$ cat config.mk
export PLATFORM = sky130hd
export DESIGN_NAME = prio_grant_sequencer
export DESIGN_NICKNAME = d
export VERILOG_FILES = /design/src/rtl/prio_grant_sequencer_pkg.sv /design/src/rtl/prio_grant_sequencer_enc.sv /design/src/rtl/prio_grant_sequencer.sv
export SDC_FILE = /design/constraint.sdc
export NUM_CORES = 1
export LEC_CHECK = 0
export CAP_MARGIN = 10
export CELL_PAD_IN_SITES_DETAIL_PLACEMENT = 2
export CELL_PAD_IN_SITES_GLOBAL_PLACEMENT = 2
export CORE_ASPECT_RATIO = 1.4
export CORE_MARGIN = 4
export CORE_UTILIZATION = 30
export DETAILED_ROUTE_END_ITERATION = 12
export GPL_ROUTABILITY_DRIVEN = 0
export GPL_TIMING_DRIVEN = 0
export PLACE_DENSITY_LB_ADDON = 0.1
export SLEW_MARGIN = 25
export SYNTH_ARGS = -nofsm -noshare
export SYNTH_HDL_FRONTEND = slang
export SYNTH_SLANG_ARGS = --single-unit
$ cat constraint.sdc
create_clock -name i_clk -period 2.1 [get_ports i_clk]
set_input_delay 0.315 -clock i_clk [delete_from_list [all_inputs] [get_ports i_clk]]
set_output_delay 0.315 -clock i_clk [all_outputs]
set_load 0.01 [all_outputs]
$ cat src/rtl/prio_grant_sequencer_pkg.sv
// Shared types and constants for the priority grant sequencer.
// Codes are bit position + 1, so zero means "no request".
package prio_grant_sequencer_pkg;

    localparam int unsigned REQ_W = 12;
    localparam int unsigned ID_W  = 4;

    localparam logic [ID_W-1:0] NO_REQ = '0;

    typedef enum logic [1:0] {
        IDLE   = 2'd0,
        GRANT1 = 2'd1,
        GRANT2 = 2'd2
    } state_t;

endpackage

$ cat src/rtl/prio_grant_sequencer_enc.sv
// Combinational 12-to-4 highest-set-bit encoder.
// Returns bit position + 1, or NO_REQ for an all-zero vector.
module prio_enc_12_4
    import prio_grant_sequencer_pkg::*;
(
    input  logic [REQ_W-1:0] req_i,
    output logic [ID_W-1:0]  code_o
);

    // Ascending scan: the last set bit seen is the highest one.
    always_comb begin
        code_o = NO_REQ;
        for (int unsigned i = 0; i < REQ_W; i++) begin
            if (req_i[i]) begin
                code_o = ID_W'(i + 1);
            end
        end
    end

endmodule

$ cat src/rtl/prio_grant_sequencer.sv
// Captures a request vector and issues up to two prioritised grants
// (highest and next-highest set bit) over a valid/ready handshake.
module prio_grant_sequencer #(
    parameter int unsigned REQ_W = 12,
    parameter int unsigned CNT_W = 16
) (
    input  logic                                      i_clk,
    input  logic                                      i_reset,
    input  logic                                      i_valid,
    output logic                                      o_ready,
    input  logic [REQ_W-1:0]                          i_req,
    output logic                                      o_grant_valid,
    input  logic                                      i_grant_ready,
    output logic [prio_grant_sequencer_pkg::ID_W-1:0] o_grant_id,
    output logic                                      o_grant_last,
    output logic [7:0]                                o_empty_cnt,
    output logic [CNT_W-1:0]                          o_grant_cnt
);

    import prio_grant_sequencer_pkg::ID_W;
    import prio_grant_sequencer_pkg::NO_REQ;
    import prio_grant_sequencer_pkg::state_t;
    import prio_grant_sequencer_pkg::IDLE;
    import prio_grant_sequencer_pkg::GRANT1;
    import prio_grant_sequencer_pkg::GRANT2;

    state_t            state_q, state_d;
    logic [ID_W-1:0]   first_code, second_code;
    logic [ID_W-1:0]   first_q, second_q;
    logic [REQ_W-1:0]  req_masked;
    logic [7:0]        empty_cnt_q;
    logic [CNT_W-1:0]  grant_cnt_q;
    logic              capture;
    logic              accept;

    prio_enc_12_4 u_enc_first (
        .req_i  (i_req),
        .code_o (first_code)
    );

    // Clear the bit that won first place so the second encoder sees the runner-up.
    always_comb begin
        req_masked = '0;
        for (int unsigned i = 0; i < REQ_W; i++) begin
            req_masked[i] = i_req[i] && (first_code != ID_W'(i + 1));
        end
    end

    prio_enc_12_4 u_enc_second (
        .req_i  (req_masked),
        .code_o (second_code)
    );

    assign o_ready     = (state_q == IDLE);
    assign capture     = o_ready && i_valid;
    assign accept      = o_grant_valid && i_grant_ready;
    assign o_empty_cnt = empty_cnt_q;
    assign o_grant_cnt = grant_cnt_q;

    always_ff @(posedge i_clk or posedge i_reset) begin
        if (i_reset) begin
            state_q <= IDLE;
        end else begin
            state_q <= state_d;
        end
    end

    always_comb begin
        state_d = state_q;
        unique case (state_q)
            IDLE: begin
                if (capture && (first_code != NO_REQ)) begin
                    state_d = GRANT1;
                end
            end
            GRANT1: begin
                if (i_grant_ready) begin
                    state_d = (second_q == NO_REQ) ? IDLE : GRANT2;
                end
            end
            GRANT2: begin
                if (i_grant_ready) begin
                    state_d = IDLE;
                end
            end
            default: state_d = IDLE;
        endcase
    end

    always_comb begin
        o_grant_valid = 1'b0;
        o_grant_id    = NO_REQ;
        o_grant_last  = 1'b0;
        unique case (state_q)
            GRANT1: begin
                o_grant_valid = 1'b1;
                o_grant_id    = first_q;
                o_grant_last  = (second_q == NO_REQ);
            end
            GRANT2: begin
                o_grant_valid = 1'b1;
                o_grant_id    = second_q;
                o_grant_last  = 1'b1;
            end
            default: ;
        endcase
    end

    always_ff @(posedge i_clk or posedge i_reset) begin
        if (i_reset) begin
            first_q  <= NO_REQ;
            second_q <= NO_REQ;
        end else if (capture) begin
            first_q  <= first_code;
            second_q <= second_code;
        end
    end

    always_ff @(posedge i_clk or posedge i_reset) begin
        if (i_reset) begin
            empty_cnt_q <= '0;
        end else if (capture && (first_code == NO_REQ) && (empty_cnt_q != '1)) begin
            empty_cnt_q <= empty_cnt_q + 8'd1;
        end
    end

    always_ff @(posedge i_clk or posedge i_reset) begin
        if (i_reset) begin
            grant_cnt_q <= '0;
        end else if (accept) begin
            grant_cnt_q <= grant_cnt_q + 1'b1;
        end
    end

endmodule

==> results of run 1 <==
==> synth_stat cells, types with 2 or more instances <==
| cell type | number |
|---|---|
| nand4_1 | 7 |
| o21ai_0 | 6 |
| nor2_1 | 20 |
| nand2b_1 | 2 |
| a21oi_1 | 3 |
| a22oi_1 | 4 |
| nor2b_1 | 6 |
| inv_1 | 10 |
| nor4_1 | 5 |
| nand2_1 | 22 |
| xor2_1 | 7 |
| a31oi_1 | 2 |
| ha_1 | 5 |
| dfrtp_1 | 34 |
| mux2_2 | 2 |
| and2_1 | 3 |
| nand3_1 | 7 |
| clkbuf_1 | 2 |
| o21ai_1 | 4 |
| o21bai_1 | 2 |
| o31ai_1 | 3 |
| nor3_1 | 3 |
| xnor2_1 | 15 |
==> power by group through the flow <==
stage	logic (mW)	registers (mW)	clock network, mW
after floorplan	0.537	0.927	0
after global placement	0.951	0.937	0
after detailed placement	0.971	0.943	0
after CTS	1.09	0.933	0.536
after global routing	1.21	0.954	0.559
final	1.10	0.931	0.506
==> kinds of logic (layout without fill, tap and decap cells) <==
family                     after synthesis  count (layout)  synth area share
buffers and inverters                   14              78            0.0314
DFF                                     34              34             0.436
and+or+nand+nor                         85              85             0.229
xor gates and xnor gates                22              22            0.0987
AOI/OAI and AO/OA                       39              39             0.156
adders and majority gates                6               6            0.0378
muxes                                    2               2            0.0115
==> timing repair <==
item                       in CTS  in global routing
pin swaps                       6                  5
hold buffers                    0                  0
setup endpoints to repair      22                 20
gates resized for setup        28                 23
gates cloned                    0                  0
setup buffers                  10                  2
==> layer usage <==
layer / wire length, um / part of all wire / vias to the layer above
li1: - / - / 840
met1: 2190 / 0.39 / 878
met2: 3110 / 0.55 / 37
met3: 214 / 0.038 / 8
met4: 91 / 0.016 / 0
met5: 0 / 0 / -
==> worst paths after layout <==
| check | end | depth (start not counted) |
|---|---|---|
| max | second_q[1] | 9 |
| min | o_grant_cnt[15] | 1 |
| max reg2reg | o_empty_cnt[1] | 6 |
| min reg2reg | o_grant_cnt[15] | 1 |
| max in group asynchronous | o_empty_cnt[3] | 2 |
| min in group asynchronous | o_grant_cnt[5] | 2 |
==> critical path, stage by stage <==
cell and delay (ps):
dlygate4sd2_1 240, nor2_1 60, o31a_1 250, or2_0 220, buf_6 150, or4b_4 530, o2bb2ai_2 140, o21ai_1 160
a2bb2oi_1 80
==> area by class of cell <==
cell class              count  area, um^2
plain buffers               3        20.0
inverters                  10        37.5
well taps                  72        90.1
fillers                   687        3500
flip-flops and latches     34         851
clock inverters             2        12.5
multi-input cells         154        1160
repair buffers             57         507
clock buffers               6        82.6
==> flip-flops by register name (all words and copies together) (netlist names) <==
name	cells
o_grant_cnt	16
second_q	4
first_q	4
state_q	2
o_empty_cnt	8
==> results.txt, run 1 <==
largest area contributor in the netlist: dfrtp_1
FF-to-FF Start: state_q[0]
hpwl dp: 4.07 mm
post-route ant nets: 0
GRT Resource Usage Total: 0.145
worst path required time: 2270 ps
layout cells sized above 1: 0.226
TritonCTS Buffers: 5
clk sink count: 34
Slew Limit Fails: 0
CTS Buffer Depth: 2
number of placement rows: 34
Hold WS: 467 ps
PwrDens: 919 nW/um^2
number of global-route vias before repair: 1853
Flop pwr share: 0.368
CP Capture Type: flip-flop
number of antenna diodes: 0
Worst-Skew Late Latency: 280 ps
Initial Util: 0.312
Syn Nets: 223
wire per inst: 16.6 um
Seq/Total Area, Yosys: 0.436
CTS tree: yes
Cell Area, Synth: 1950 um^2
Root Driver: clkbuf_8
ys flop type: dfrtp_1
PortBufs: 45
# setup viols final: 0
dpl cell area: 2490 um^2
Synth Area per Inst: 9.66 um^2
Setup WS post-layout: 118 ps
grt total ovfl: 0
drt first pass iters: 4
slew margin rel.: 0.513
via count: 1763
I/O pin total: 47
Worst Setup Start Kind: primary input
Sw Ratio: 0.358
worst slew pin tran: 729 ps
Max Cap Viol: 0
Leakage: 1.22 nW
worst path arrival time: 2150 ps
most common cell after layout, fill and taps aside: dfrtp_1
clock share of power: 0.200
final WL: 5.61 mm
Hold Fails Final Rpt: 0
pre-CTS setup slack: -628 ps
setup TNS: 0 ps
Max IR drop VDD: 0.000287 V
Power Total: 2.53 mW
CP max FO: 9
die height: 103 um
min cycle time layout: 1980 ps
clk slew on worst S/H paths: 70 ps
ys async rst share: 1.00
synth unique cells: 51
final core occ: 0.441
CP startpoint: i_req[1]
GRT Max-Usage Layer: met2
final non-filler cell total: 338
post-route cell area: 2760 um^2
Worst Clk Skew: 2.31 ps
Die ar.: 7880 um^2
Yosys reg bits: 34
cell internal pwr: 1.63 mW
die width: 76.2 um
first-pass GRT wire length: 9.16 mm
met3 usage in global routing: 0.0269
met2 global-route usage: 0.276
R2R setup slack: 210 ps
EDFF count, synth: 0
most frequent cells in the layout: 34 x dfrtp_1, 30 x clkdlybuf4s50_1, 21 x nand2_1, 18 x nor2_1, 15 x xnor2_1
status: completed
Synthesis Warnings: 0
worst min path class: reg -> reg
Fmax achieved: 505 MHz
largest net degree at the start of global routing: 35
Layout area overhead: 41.2%
top cell type's share of synthesized area: 0.436
met1 Track Usage GR: 0.161
H-tree lvl count: 2
Core Box Area: 6250 um^2
switching power: 906 uW
initial DRC count: 33
Logic pwr share: 0.432
Worst Path Class, Setup: in -> reg
hold_sp: o_grant_cnt[15]
DRC viols: 0
RSZ-0062 raised after global routing: false
dpl cells: 319
DR vias/cell: 5.22
Period Utilization, post-route: 0.944
Final Net Count: 286
initial antenna violation count: 0
synth top area cells: dfrtp_1 44%, xnor2_1 6.7%, nand2_1 4.2%
Post-Synthesis Cells: 202
(Power assumes the default switching activity.)
==> run 2: changes to the inputs <==
- ABC_CLOCK_PERIOD_IN_PS: default -> 2100
==> results of run 2 <==
Final layout, timing and power as in run 1 (identical DEF).
